--- src/rtl/sram_bus_sequencer.sv ---
// Sequences single-cycle CPU requests into SETUP / ACCESS(+wait states) / HOLD SRAM bus cycles.
// Define SEQ_B2B_EN to allow a new request to be accepted during HOLD (back-to-back accesses).
module sram_bus_sequencer #(
  parameter int ADDR_W  = 20,
  parameter int DATA_W  = 16,
  parameter int RD_WAIT = 1,
  parameter int WR_WAIT = 1
) (
  input  logic              Clk,
  input  logic              Reset,
  input  logic              req_valid,
  output logic              req_ready,
  input  logic              req_we,
  input  logic [ADDR_W-1:0] req_addr,
  input  logic [DATA_W-1:0] req_wdata,
  input  logic [1:0]        req_be,
  output logic              rsp_valid,
  output logic [DATA_W-1:0] rsp_rdata,
  output logic [ADDR_W-1:0] ADDR,
  output logic              CE,
  output logic              UB,
  output logic              LB,
  output logic              OE,
  output logic              WE,
  output logic [DATA_W-1:0] Data_from_CPU,
  input  logic [DATA_W-1:0] Data_to_CPU,
  output logic              busy
);

  localparam int H = DATA_W / 2;
  localparam logic [7:0] RD_CNT = 8'(RD_WAIT);
  localparam logic [7:0] WR_CNT = 8'(WR_WAIT);

  typedef enum logic [1:0] {IDLE, SETUP, ACCESS, HOLD} state_t;

  state_t            state, state_nxt;
  logic [7:0]        cnt;
  logic              accept;
  logic [ADDR_W-1:0] lat_addr;
  logic              lat_we;
  logic [DATA_W-1:0] lat_wdata;
  logic [1:0]        lat_be;

  logic [ADDR_W-1:0] cur_addr;
  logic              cur_we;
  logic [DATA_W-1:0] cur_wdata;
  logic [1:0]        cur_be;

  logic [ADDR_W-1:0] addr_d;
  logic              ce_d, ub_d, lb_d, oe_d, we_d, rsp_valid_d;
  logic [DATA_W-1:0] dout_d, rdata_d;

`ifdef SEQ_B2B_EN
  assign req_ready = Reset && ((state == IDLE) || (state == HOLD));
`else
  assign req_ready = Reset && (state == IDLE);
`endif
  assign busy   = (state != IDLE);
  assign accept = req_valid && req_ready;

  // A freshly accepted request drives the SETUP edge directly; afterwards the latched copy is used.
  assign cur_addr  = accept ? req_addr  : lat_addr;
  assign cur_we    = accept ? req_we    : lat_we;
  assign cur_wdata = accept ? req_wdata : lat_wdata;
  assign cur_be    = accept ? req_be    : lat_be;

  always_ff @(posedge Clk) begin
    if (accept) begin
      lat_addr  <= req_addr;
      lat_we    <= req_we;
      lat_wdata <= req_wdata;
      lat_be    <= req_be;
    end
  end

  always_ff @(posedge Clk or negedge Reset) begin
    if (!Reset) begin
      state <= IDLE;
      cnt   <= '0;
    end else begin
      state <= state_nxt;
      if (state == SETUP)
        cnt <= lat_we ? WR_CNT : RD_CNT;
      else if ((state == ACCESS) && (cnt != '0))
        cnt <= cnt - 8'd1;
    end
  end

  always_comb begin
    state_nxt = state;
    case (state)
      IDLE:    if (accept) state_nxt = SETUP;
      SETUP:   state_nxt = ACCESS;
      ACCESS:  if (cnt == '0) state_nxt = HOLD;
      HOLD:    state_nxt = accept ? SETUP : IDLE;
      default: state_nxt = IDLE;
    endcase
  end

  // Registered-output values for the cycle the FSM is about to enter.
  always_comb begin
    addr_d      = ADDR;
    ce_d        = 1'b1;
    ub_d        = 1'b1;
    lb_d        = 1'b1;
    oe_d        = 1'b1;
    we_d        = 1'b1;
    dout_d      = Data_from_CPU;
    rsp_valid_d = 1'b0;
    rdata_d     = rsp_rdata;
    case (state_nxt)
      SETUP: begin
        addr_d = cur_addr;
        ce_d   = 1'b0;
        ub_d   = ~cur_be[1];
        lb_d   = ~cur_be[0];
        if (cur_we) dout_d = cur_wdata;
      end
      ACCESS: begin
        ce_d = 1'b0;
        ub_d = ~lat_be[1];
        lb_d = ~lat_be[0];
        oe_d = lat_we;
        we_d = ~lat_we;
      end
      HOLD: begin
        ce_d        = 1'b0;
        ub_d        = UB;
        lb_d        = LB;
        rsp_valid_d = 1'b1;
        if (!lat_we) begin
          rdata_d[DATA_W-1:H] = lat_be[1] ? Data_to_CPU[DATA_W-1:H] : '0;
          rdata_d[H-1:0]      = lat_be[0] ? Data_to_CPU[H-1:0]      : '0;
        end
      end
      default: ;
    endcase
  end

  always_ff @(posedge Clk or negedge Reset) begin
    if (!Reset) begin
      ADDR          <= '0;
      CE            <= 1'b1;
      UB            <= 1'b1;
      LB            <= 1'b1;
      OE            <= 1'b1;
      WE            <= 1'b1;
      Data_from_CPU <= '0;
      rsp_valid     <= 1'b0;
      rsp_rdata     <= '0;
    end else begin
      ADDR          <= addr_d;
      CE            <= ce_d;
      UB            <= ub_d;
      LB            <= lb_d;
      OE            <= oe_d;
      WE            <= we_d;
      Data_from_CPU <= dout_d;
      rsp_valid     <= rsp_valid_d;
      rsp_rdata     <= rdata_d;
    end
  end

endmodule

--- config.mk ---
export PLATFORM = sky130hd
export DESIGN_NAME = sram_bus_sequencer
export DESIGN_NICKNAME = d
export VERILOG_FILES = /design/src/rtl/sram_bus_sequencer.sv
export SDC_FILE = /design/constraint.sdc
export NUM_CORES = 1
export LEC_CHECK = 0
export CORE_MARGIN = 3
export CORE_UTILIZATION = 47
export CTS_CLUSTER_DIAMETER = 100
export DETAILED_ROUTE_END_ITERATION = 7
export PLACE_DENSITY = 0.79
export REMOVE_ABC_BUFFERS = 1
export SKIP_CTS_REPAIR_TIMING = 1
export SLEW_MARGIN = 10
export SYNTH_ARGS = -nofsm -noshare
export SYNTH_HDL_FRONTEND = slang
export SYNTH_SLANG_ARGS = --single-unit
export TNS_END_PERCENT = 5
--- constraint.sdc ---
create_clock -name Clk -period 3.5 [get_ports Clk]
set_input_delay 0.7 -clock Clk [delete_from_list [all_inputs] [get_ports Clk]]
set_output_delay 0.7 -clock Clk [all_outputs]
set_load 0.03 [all_outputs]
==> results.md <==
* Main combinational cell family by area after synthesis: multiplexers
* Synthesized-area fraction occupied by adder cells at 3.04%
* Total of endpoints with negative setup slack in the final report at 0
* Worst clock skew at between 8 and 9 ps
* Clock tree sinks at ~110
* Number of global-route vias before repair at 2706
* Final net count at 510
* Cell Int Power at 0.00359 W
* Final weighted congestion in routability-driven placement at between 0.7 and 0.8
* ANT nets after route at 0
* Root buffer cell: sky130_fd_sc_hd__clkbuf_8
* HP Class: input pin to asynchronous set/reset pin
* Library cell contributing the largest single delay on the critical path: sky130_fd_sc_hd__o311ai_0
* Synth Area in XOR/XNOR at 0%
* Avg WL per Cell at approximately 15 um
* DRC at 0
* Count of filler cells inserted in the layout at approximately 630
* Synthesized instance count at 320
* Maximum net fanout on the critical path at 16
* Maximum ir drop on the vdd rail at 0.000498 V
* Number of antenna violations at the first check in global routing at 0
* Top-level port count at approximately 120
* Synth top area share at 38.3%
* Cell type with the highest aggregate area in the netlist: sky130_fd_sc_hd__dfrtp_1
* Die boundary height at about 100 um
* Tcrit/Tclk final at 91.6%
* Tmin final at 3210 ps
* Leakage dissipation at 2.39 nW
* Fraction of the mapped netlist area in compound gates at between 5 and 6%
* Portion of total power attributed to combinational logic at between 40% and 50%
* Buffers plus inverters on the worst setup path at 2
* Startpoint-to-endpoint class of the critical path: flop to flop
* Synthesized cell area at 4120 um^2
* Syn_area_per_cell at approximately 13 um^2
* Largest cells by area after synthesis: sky130_fd_sc_hd__dfrtp_1 (38%), sky130_fd_sc_hd__mux2_2 (21%), sky130_fd_sc_hd__dfxtp_1 (19%), sky130_fd_sc_hd__nand2_1 (3.7%), sky130_fd_sc_hd__dfstp_2 (3.2%)
* Required time reported for the critical path endpoint at 3740 ps
* Multiplexer area fraction after synthesis at 21.6%
* Wire length of the first global-routing pass at around 13000 um
* Distinct cell type count after synthesis at 37
* Global-route usage over all layers at 16.8%
* Placed wire-length estimate at 6020 um
* Sort of element at the end of the critical path: flop
* Crit path DAT at between 3000 and 4000 ps
* Relative contribution of sequential cells to total power at 37.4%
* Placement-stage worst setup slack at 309 ps
* Number of placement rows at 33
* Areal power density over the cells at 1020 nW/um^2
* Share of power burned in the clock network at 14.4%
* Count of synthesis-stage warnings from yosys at 0
* Maximum single-stage delay on the critical path at ~580 ps
* Final Hold Fails at 0
* Number of vias per cell after detailed routing at around 5.0
* Number of clock buffers inserted by TritonCTS at 9
* CP Cell Sequence: inv_1 -> ha_1 -> nor3b_1 -> nand2_1 -> o311ai_0 -> ha_1 -> nand2_1 -> mux2i_2 -> buf_4 -> mux2_2
* Area overhead of the layout relative to synthesis at 36.8%
* Share of synthesized area occupied by flip-flops and latches at 60.4%
* Insertion delay of the later-clocked pin in the worst-skew pair at 360 ps
* Number of enable-type register cells in the synthesized netlist at 0
* Outcome: complete, no violations
* Clock transition time at the flip-flop clock pins of the worst setup and hold paths at 100 ps
* Destination of the worst register-to-register timing path: Data_from_CPU[9]$_DFFE_PN0P_
* Max-slew violation total from the final report at 0
* Effective utilization at floorplan at 49.2%
* R2r worst-path depth at 10
* Maximum clock rate at a little over 0.3 GHz
* Width of the die at 99.6 um
* Simple-gate share of the synthesized area at 7.95%
* Library cell with the highest instance count after synthesis: sky130_fd_sc_hd__mux2_2
* Total net switching power at between 0.002 and 0.0025 W
* Worst-case clock buffer depth at 2
* Util after Layout at 67.3%
* Area of the core at 8380 um^2
* Overall routed net length at 8290 um
* Register bit total from synthesis at roughly 110
* Worst-Margin Slew at 657 ps
* CTS H-tree lvls at 3
* Max-capacitance violation count at 0
* Startpoint type of the worst setup path: flop
* Total congestion overflow at 0
* Total number of cells along the worst setup path at 10
* Power after layout at between 0.005 and 0.006 W
* Count of port buffers added during placement at ~120
* Pin count of the biggest net entering global routing at 44
* Count of antenna diodes in the layout at 0
* Proportion of synthesized flip-flops having asynchronous set or reset at approximately 64%
* RSZ-0062 raised after global routing: no
* Net Sw Frac at 37.6%
* Worst-case register-to-register setup slack at 290 ps
* Final Worst Setup Slack at 293 ps
* First DRT Iteration DRCs at 57
* Summed negative setup slack over all endpoints at 0 ps
* Fraction of layout cells with a size suffix above 1 at 25.1%
* Worst hold slack at around 150 ps
* Crit-path leading delay family: simple AND/OR/NAND/NOR gates
* Via total after detailed routing at roughly 2700
* Max_slew headroom at 55.6%
* Ranking of synthesized cells by instance count: sky130_fd_sc_hd__mux2_2 (77), sky130_fd_sc_hd__dfrtp_1 (63), sky130_fd_sc_hd__nand2_1 (41)
* Number of iterations in the first detailed-routing pass at 4
* TritonCTS clock tree: yes
* R2r startpoint: cnt[0]$_DFFE_PN0P_
* Area of the die at 9930 um^2
* Most instantiated flip-flop cell in the synthesis netlist: sky130_fd_sc_hd__dfrtp_1
[worst register-to-register path: stages (launching register included)]
cell                       delay [ps]
sky130_fd_sc_hd__dfrtp_1          400
sky130_fd_sc_hd__inv_1             80
sky130_fd_sc_hd__ha_1             190
sky130_fd_sc_hd__nor3b_1          570
sky130_fd_sc_hd__nand2_1          140
sky130_fd_sc_hd__o311ai_0         580
sky130_fd_sc_hd__ha_1             300
sky130_fd_sc_hd__nand2_1           70
sky130_fd_sc_hd__mux2i_2          130
sky130_fd_sc_hd__buf_4            260
sky130_fd_sc_hd__mux2_2           370
[flip-flops by register name, summed over array words and instances (netlist names)]
signal / flops
cnt: 8
lat_wdata: 16
lat_addr: 20
OE: 1
CE: 1
rsp_valid: 1
ADDR: 20
lat_we: 1
rsp_rdata: 16
LB: 1
UB: 1
state: 2
Data_from_CPU: 16
WE: 1
lat_be: 2
[through the flow]
stage	area (um^2)	std cells
after floorplan	4070	307
after global routing	5640	552
after detailed placement	5420	536
after global placement	5420	536
final	5640	552
after CTS	5640	552
[worst max-delay path by stage]
stage                  startpoint                             to
4_1_cts        cnt[0]$_DFFE_PN0P_   Data_from_CPU[9]$_DFFE_PN0P_
3_5_place_dp   cnt[0]$_DFFE_PN0P_   Data_from_CPU[0]$_DFFE_PN0P_
5_1_grt        cnt[0]$_DFFE_PN0P_   Data_from_CPU[7]$_DFFE_PN0P_
3_3_place_gp            req_valid  Data_from_CPU[13]$_DFFE_PN0P_
2_1_floorplan  cnt[0]$_DFFE_PN0P_   Data_from_CPU[0]$_DFFE_PN0P_
6_report       cnt[0]$_DFFE_PN0P_   Data_from_CPU[9]$_DFFE_PN0P_
[cell type report]
cell class,instances,area (um^2),share of cell area [%]
clock buffer,9,124,2.20
inverter,7,26.3,0.466
clock inverter,7,98.8,1.75
sequential,107,2490,44.1
multi-input combinational,193,1550,27.5
timing repair buffer,124,1220,21.6
tap,105,131,2.33
[power by group through the flow]
stage | combinational (W) | sequential, W | clock [W]
after floorplan | 0.00114 | 0.00277 | 0
after global placement | 0.00272 | 0.00215 | 0
after detailed placement | 0.00279 | 0.00218 | 0
after CTS | 0.00280 | 0.00216 | 0.000854
after global routing | 0.00298 | 0.00222 | 0.000909
final | 0.00277 | 0.00215 | 0.000831
[kinds of logic (layout without fill, tap and decap cells)]
| group | after synthesis | in the layout |
|---|---|---|
| multiplexers | 79 | 79 |
| adder cells (fa/ha/maj) | 10 | 10 |
| flip-flops | 107 | 107 |
| buffers and inverters | 20 | 147 |
| AND/OR/NAND/NOR | 69 | 69 |
| AO/OA/AOI/OAI | 35 | 35 |
[metal layers]
| layer | vias to the layer above | GRT usage [%] | wire length [um] |
|---|---|---|---|
| met4 | 0 | 5.04 | 68 |
| met2 | 75 | 28.3 | 4030 |
| li1 | 1349 | - | - |
| met3 | 7 | 4.35 | 524 |
| met5 | - | 0 | 0 |
| met1 | 1314 | 21.5 | 3660 |
[cell usage in the layout (no fill, tap or decap), types with 2 or more instances in the layout]
cell                              netlist  layout
sky130_fd_sc_hd__nand2_1               41      41
sky130_fd_sc_hd__nor3_1                 4       4
sky130_fd_sc_hd__nand2b_1               4       4
sky130_fd_sc_hd__o21ai_0               20      20
sky130_fd_sc_hd__buf_4                  1       7
sky130_fd_sc_hd__inv_6                  0       2
sky130_fd_sc_hd__bufinv_16              0       2
sky130_fd_sc_hd__dfrtp_1               63      63
sky130_fd_sc_hd__inv_1                  7       7
sky130_fd_sc_hd__clkdlybuf4s50_1        0     116
sky130_fd_sc_hd__a21oi_1                6       6
sky130_fd_sc_hd__dfxtp_1               39      39
sky130_fd_sc_hd__clkinv_2               0       2
sky130_fd_sc_hd__nor2_1                 6       6
sky130_fd_sc_hd__mux2_2                77      77
sky130_fd_sc_hd__clkbuf_8               0       9
sky130_fd_sc_hd__nor2b_1                4       4
sky130_fd_sc_hd__ha_1                  10      10
sky130_fd_sc_hd__dfstp_2                5       5
sky130_fd_sc_hd__o41ai_1                2       2
Note: power is estimated with default switching activity, not from simulation.
